[src/rtl/slv_guard_rst_ctrl.sv]
// Slave-reset recovery controller: isolates the slave path, pulses its reset, waits for
// the acknowledge with bounded retries and clears the guard once the slave is back.
module slv_guard_rst_ctrl #(
  parameter int unsigned DrainCycles   = 4,
  parameter int unsigned RstHoldCycles = 16,
  parameter int unsigned AckTimeout    = 256,
  parameter int unsigned MaxRetries    = 3,
  parameter int unsigned RstCntWidth   = 8
) (
  input  logic                   clk_i,
  input  logic                   rst_ni,
  input  logic                   ctrl_ena_i,
  input  logic                   rst_req_i,
  input  logic                   slv_rst_ack_i,
  input  logic                   sw_clear_i,
  output logic                   guard_ena_o,
  output logic                   isolate_o,
  output logic                   slv_rst_no,
  output logic                   reset_clear_o,
  output logic                   busy_o,
  output logic                   fault_o,
  output logic [2:0]             state_o,
  output logic [RstCntWidth-1:0] rst_cnt_o
);

  localparam int unsigned MaxDh  = (DrainCycles > RstHoldCycles) ? DrainCycles : RstHoldCycles;
  localparam int unsigned MaxTmr = (MaxDh > AckTimeout) ? MaxDh : AckTimeout;
  localparam int unsigned TmrW   = $clog2(MaxTmr + 1);
  localparam int unsigned RetryW = $clog2(MaxRetries + 1);

  typedef enum logic [2:0] {
    StDisabled = 3'd0,
    StMonitor  = 3'd1,
    StIsolate  = 3'd2,
    StHold     = 3'd3,
    StWaitAck  = 3'd4,
    StClear    = 3'd5,
    StFault    = 3'd6
  } state_e;

  state_e                 state_q, state_d;
  logic [TmrW-1:0]        tmr_q, tmr_d;
  logic [RetryW-1:0]      retry_q, retry_d;
  logic [RetryW-1:0]      retry_inc;
  logic [RstCntWidth-1:0] rst_cnt_q, rst_cnt_d;
  logic                   tmr_last;

  assign retry_inc = retry_q + RetryW'(1);
  assign tmr_last  = (tmr_q == TmrW'(1));

  always_ff @(posedge clk_i) begin
    if (!rst_ni) begin
      state_q   <= StDisabled;
      tmr_q     <= '0;
      retry_q   <= '0;
      rst_cnt_q <= '0;
    end else begin
      state_q   <= state_d;
      tmr_q     <= tmr_d;
      retry_q   <= retry_d;
      rst_cnt_q <= rst_cnt_d;
    end
  end

  // The timer is reloaded on entry to each timed state and moves the FSM when it hits 1.
  always_comb begin
    state_d   = state_q;
    tmr_d     = tmr_q;
    retry_d   = retry_q;
    rst_cnt_d = rst_cnt_q;
    case (state_q)
      StDisabled: begin
        if (ctrl_ena_i) state_d = StMonitor;
      end
      StMonitor: begin
        if (rst_req_i) begin
          state_d = StIsolate;
          tmr_d   = TmrW'(DrainCycles);
        end else if (!ctrl_ena_i) begin
          state_d = StDisabled;
        end
      end
      StIsolate: begin
        if (tmr_last) begin
          state_d = StHold;
          tmr_d   = TmrW'(RstHoldCycles);
        end else begin
          tmr_d = tmr_q - TmrW'(1);
        end
      end
      StHold: begin
        if (tmr_last) begin
          state_d = StWaitAck;
          tmr_d   = TmrW'(AckTimeout);
        end else begin
          tmr_d = tmr_q - TmrW'(1);
        end
      end
      StWaitAck: begin
        // An ack in the timeout cycle still wins over the retry.
        if (slv_rst_ack_i) begin
          state_d = StClear;
        end else if (tmr_last) begin
          retry_d = retry_inc;
          if (retry_inc == RetryW'(MaxRetries)) begin
            state_d = StFault;
          end else begin
            state_d = StHold;
            tmr_d   = TmrW'(RstHoldCycles);
          end
        end else begin
          tmr_d = tmr_q - TmrW'(1);
        end
      end
      StClear: begin
        retry_d = '0;
        if (rst_cnt_q != '1) rst_cnt_d = rst_cnt_q + RstCntWidth'(1);
        state_d = ctrl_ena_i ? StMonitor : StDisabled;
      end
      StFault: begin
        if (sw_clear_i) begin
          retry_d = '0;
          state_d = StDisabled;
        end
      end
      default: state_d = StDisabled;
    endcase
  end

  always_comb begin
    guard_ena_o   = 1'b0;
    isolate_o     = 1'b0;
    slv_rst_no    = 1'b1;
    reset_clear_o = 1'b0;
    busy_o        = 1'b0;
    fault_o       = 1'b0;
    case (state_q)
      StMonitor: guard_ena_o = 1'b1;
      StIsolate: begin
        isolate_o = 1'b1;
        busy_o    = 1'b1;
      end
      StHold: begin
        isolate_o  = 1'b1;
        slv_rst_no = 1'b0;
        busy_o     = 1'b1;
      end
      StWaitAck: begin
        isolate_o = 1'b1;
        busy_o    = 1'b1;
      end
      StClear: begin
        isolate_o     = 1'b1;
        reset_clear_o = 1'b1;
        busy_o        = 1'b1;
      end
      StFault: begin
        isolate_o = 1'b1;
        fault_o   = 1'b1;
      end
      default: ;
    endcase
  end

  assign state_o   = state_q;
  assign rst_cnt_o = rst_cnt_q;

endmodule

[config.mk]
export PLATFORM = sky130hd
export DESIGN_NAME = slv_guard_rst_ctrl
export DESIGN_NICKNAME = d
export VERILOG_FILES = /design/src/rtl/slv_guard_rst_ctrl.sv
export SDC_FILE = /design/constraint.sdc
export NUM_CORES = 1
export LEC_CHECK = 0
export ABC_CLOCK_PERIOD_IN_PS = 2250
export CORE_MARGIN = 3
export CORE_UTILIZATION = 39
export CTS_BUF_LIST = sky130_fd_sc_hd__clkbuf_4 sky130_fd_sc_hd__clkbuf_8
export DETAILED_ROUTE_END_ITERATION = 8
export GPL_TIMING_DRIVEN = 0
export PLACE_DENSITY_LB_ADDON = 0.1
export SETUP_SLACK_MARGIN = 0.4
export SYNTH_ARGS = -nofsm -noshare
export SYNTH_HDL_FRONTEND = slang
export SYNTH_SLANG_ARGS = --single-unit
[constraint.sdc]
create_clock -name clk_i -period 2.25 [get_ports clk_i]
set_clock_uncertainty 0.2 [all_clocks]
set_input_delay 0.675 -clock clk_i [delete_from_list [all_inputs] [get_ports clk_i]]
set_output_delay 0.675 -clock clk_i [all_outputs]
set_load 0.03 [all_outputs]
==> reports/results.md <==
Global route
• 14 — largest net degree at the start of global routing
• 7314 um — wire length of the first global-routing pass
• 0 — initial antenna violation count
• 21.87% — global router's overall resource usage
• 1629 — vias in the first global route
• 0 — overall overflow remaining after global route

Clocking
• 2 — maximum count of clock buffers along a single path
• 3 — CTS Buf Count
• sky130_fd_sc_hd__clkbuf_4 — clock root buffer master
• 0.14 ns — post-CTS clock slew at the launch and capture registers of the worst setup and hold paths
• 1 — H-tree depth
• 22 — clock sink total
• 0.31 ns — clock insertion delay at the later pin of the skew report
• done — TritonCTS clock tree

STA
• 0.5351 ns — slew at the pin closest to its max-slew limit
• 0.4354 GHz — max frequency
• -0.04663 ns — smallest setup slack after layout
• 2.297 ns — Final Critical Period
• 63.77% — Relative slew margins
• 102.1% — share of the clock period used by the worst path
• 0 — endpoints failing hold
• yes — setup repair after global routing missed its margin
• 0.2866 ns — hold slack
• 0 — Final Slew Violations
• 2 — Final setup viols

Synth
• sky130_fd_sc_hd__dfxtp_1 — main flop type after synthesis
• 0 — yosys warns
• 32.74% — post-synthesis sequential area ratio
• 8.006 sq um — mean instance size in the synthesized netlist
• 179 — number of nets in the synthesized netlist
• 22 — Yosys reg bits
• 43 — unique cell type count in the Yosys netlist
• 168 — cell count after synthesis
• 0 — number of flops mapped to enable cells by yosys
• 1345 sq um — area of the mapped netlist
• 0% — share of synthesized flip-flops with an asynchronous set or reset

Worst setup path
• simple AND/OR/NAND/NOR gates — cell class contributing the biggest share of worst-path delay
• flip-flop — startpoint type of the worst setup path
• 0.41 ns — critical path's largest stage delay
• reg -> out — type of the setup path with the least slack
• 1.42 ns — critical path data arrival time
• 1.37 ns — required time reported for the critical path endpoint
• sky130_fd_sc_hd__dfxtp_4 — slowest stage cell on the critical path
• 5 — CP max FO
• 2 — Worst Path Buf+Inv
• clkbuf_16, nor3b_4, nor2_4, nand3_4, buf_6 — list of cells traversed by the critical path
• primary output — Crit. End Element

Power and ir drop
• 552.4 nW/um^2 — power density over the cells
• 0.9416 nW — standby leakage power
• 360.6 uV — IR Drop Worst-Case VDD

Floorplanning
• 20 — floorplan row count
• 3178 sq um — Core Footprint
• 4189 sq um — die area
• 64.73 um — Die Span X
• 42.32% — Starting Density
• 64.73 um — Die Y
• 23 — ports placed on the boundary

Layout
• 240 — number of filler instances in the final layout
• sky130_fd_sc_hd__buf_4, sky130_fd_sc_hd__buf_6, sky130_fd_sc_hd__nor2_1, sky130_fd_sc_hd__dfxtp_2, sky130_fd_sc_hd__nand2_1 — commonest cells after routing, fill and taps aside
• 245 — Final nets
• 48.07% — proportion of layout cells with a drive suffix above 1
• 66.42% — signed area change from the synthesized netlist to the final layout
• sky130_fd_sc_hd__buf_4 — most common cell after layout, fill and taps aside
• 0 — number of antenna diodes
• 277 — fin cells

Drt
• 4 — first-pass iteration count of the detailed router
• 5.740 — routed vias/inst
• 120 — DR iter-0 viols
• 16.17 um — drt wl/cell
• 0 — DRC violation count after routing
• 0 — remaining antenna violation count
• 4478 um — Routed Wire Length
• 1590 — total number of vias

Outcome
• negative setup slack — violations in the final reports
• finished, violations left — outcome

Place
• 0.8337 — Routability Congestion
• -0.3362 ns — worst-case setup slack after placement
• 2617 um — detailed-placement wirelength estimate
• 22 — Port Buf Inserts
• 234 — number of placed cells counting well taps

Job
• 0 — max capacitance violation total

Min path
• reg -> reg — type of the worst min-delay path

## layout make-up
cell class | instances | area, sq um | area share, %
timing repair buffer | 61 | 521.8 | 23.31
clock inverter | 1 | 30.03 | 1.342
clock buffer | 3 | 22.52 | 1.006
inverter | 7 | 28.78 | 1.286
multi-input combinational | 132 | 1010 | 45.11
tap | 44 | 55.05 | 2.459
buffer | 7 | 96.34 | 4.304
sequential | 22 | 474.2 | 21.18
## final timing paths
kind                            cells after the start                       from  slack, ns                        end
worst max-delay path                                5    state_o[2]$_SDFFE_PN0P_      -0.05                  isolate_o
worst max register to register                      9    state_o[2]$_SDFFE_PN0P_       0.10      tmr_q[6]$_SDFFE_PN0P_
worst min-delay path                                2  rst_cnt_o[6]$_SDFFE_PN0P_       0.29  rst_cnt_o[6]$_SDFFE_PN0P_
worst min register to register                      2  rst_cnt_o[6]$_SDFFE_PN0P_       0.29  rst_cnt_o[6]$_SDFFE_PN0P_
## worst register-to-register path: stages (launching register included)
cell	delay [ns]
sky130_fd_sc_hd__dfxtp_4	0.41
sky130_fd_sc_hd__buf_4	0.13
sky130_fd_sc_hd__or3b_4	0.40
sky130_fd_sc_hd__o22ai_4	0.19
sky130_fd_sc_hd__buf_6	0.12
sky130_fd_sc_hd__buf_6	0.10
sky130_fd_sc_hd__o21ai_4	0.08
sky130_fd_sc_hd__buf_6	0.14
sky130_fd_sc_hd__o211ai_1	0.15
sky130_fd_sc_hd__o21ai_1	0.12
## cells in the mapped netlist, drive strengths merged (2+ instances only)
cell	instances	area (sq um)
nand4	2	12.51
and3	2	12.51
nor2b	5	31.28
a21oi	7	35.03
inv	7	26.28
ha	5	62.56
o21ai	12	60.06
nor2	20	75.07
nand2b	2	12.51
nand3b	4	30.03
nor3b	3	22.52
o31ai	2	15.01
or4	2	15.01
o211ai	8	60.06
nor3	7	46.30
nand2	12	45.04
o22ai	2	12.51
clkbuf	5	18.77
or3	7	53.80
buf	2	16.26
nand3	6	30.03
xor2	3	26.28
dfxtp	22	440.4
mux2i	5	50.05
xnor2	2	17.52
## power breakdown
part / internal (W) / total (W) / switching (W) / leakage, nW
clock: 0.000180 / 0.000311 / 0.000131 / 0.0279
combinational: 0.000253 / 0.000495 / 0.000242 / 0.726
sequential: 0.000408 / 0.000431 / 0.0000230 / 0.188
## stage by stage
stage                power, W  utilization [%]  setup TNS [ns]  instance area [sq um]
floorplan           0.0006641                -               0                   1438
global placement    0.0007456            53.90          -4.089                   1713
detailed placement  0.0007533            53.90          -4.396                   1713
CTS                  0.001191            65.16        -0.03930                   2071
global route         0.001299            70.43         -0.2538                   2238
finish               0.001237            70.43        -0.06252                   2238
## cell families after synthesis
| family | after synthesis | synth area share [%] |
|---|---|---|
| xor gates and xnor gates | 5 | 3.256 |
| buffers and inverters | 14 | 4.558 |
| and+or+nand+nor | 75 | 30.51 |
| muxes | 5 | 3.721 |
| DFF | 22 | 32.74 |
| AOI/OAI and AO/OA | 42 | 20.56 |
| adders and majority gates | 5 | 4.651 |
## layer usage
metal	track usage [%]	up-vias	wire length (um)
met5	0	-	0
met4	12.40	0	172
met3	4.853	19	218
met2	36.78	71	2217
met1	25.37	748	1870
li1	-	752	-
## flip-flops by register name, summed over array words and instances, names as in the netlist
name	flops
state_o	3
rst_cnt_o	8
tmr_q	9
retry_q	2
## repair_timing
action | CTS | global route
setup buffers | 24 | 13
setup endpoints to repair | 39 | 37
cloned | 1 | 1
hold endpoints to repair | 0 | 0
resized for setup | 137 | 26
pin swaps | 18 | 12
hold buffers | 0 | 0
Power figures use the tool's default switching activity.
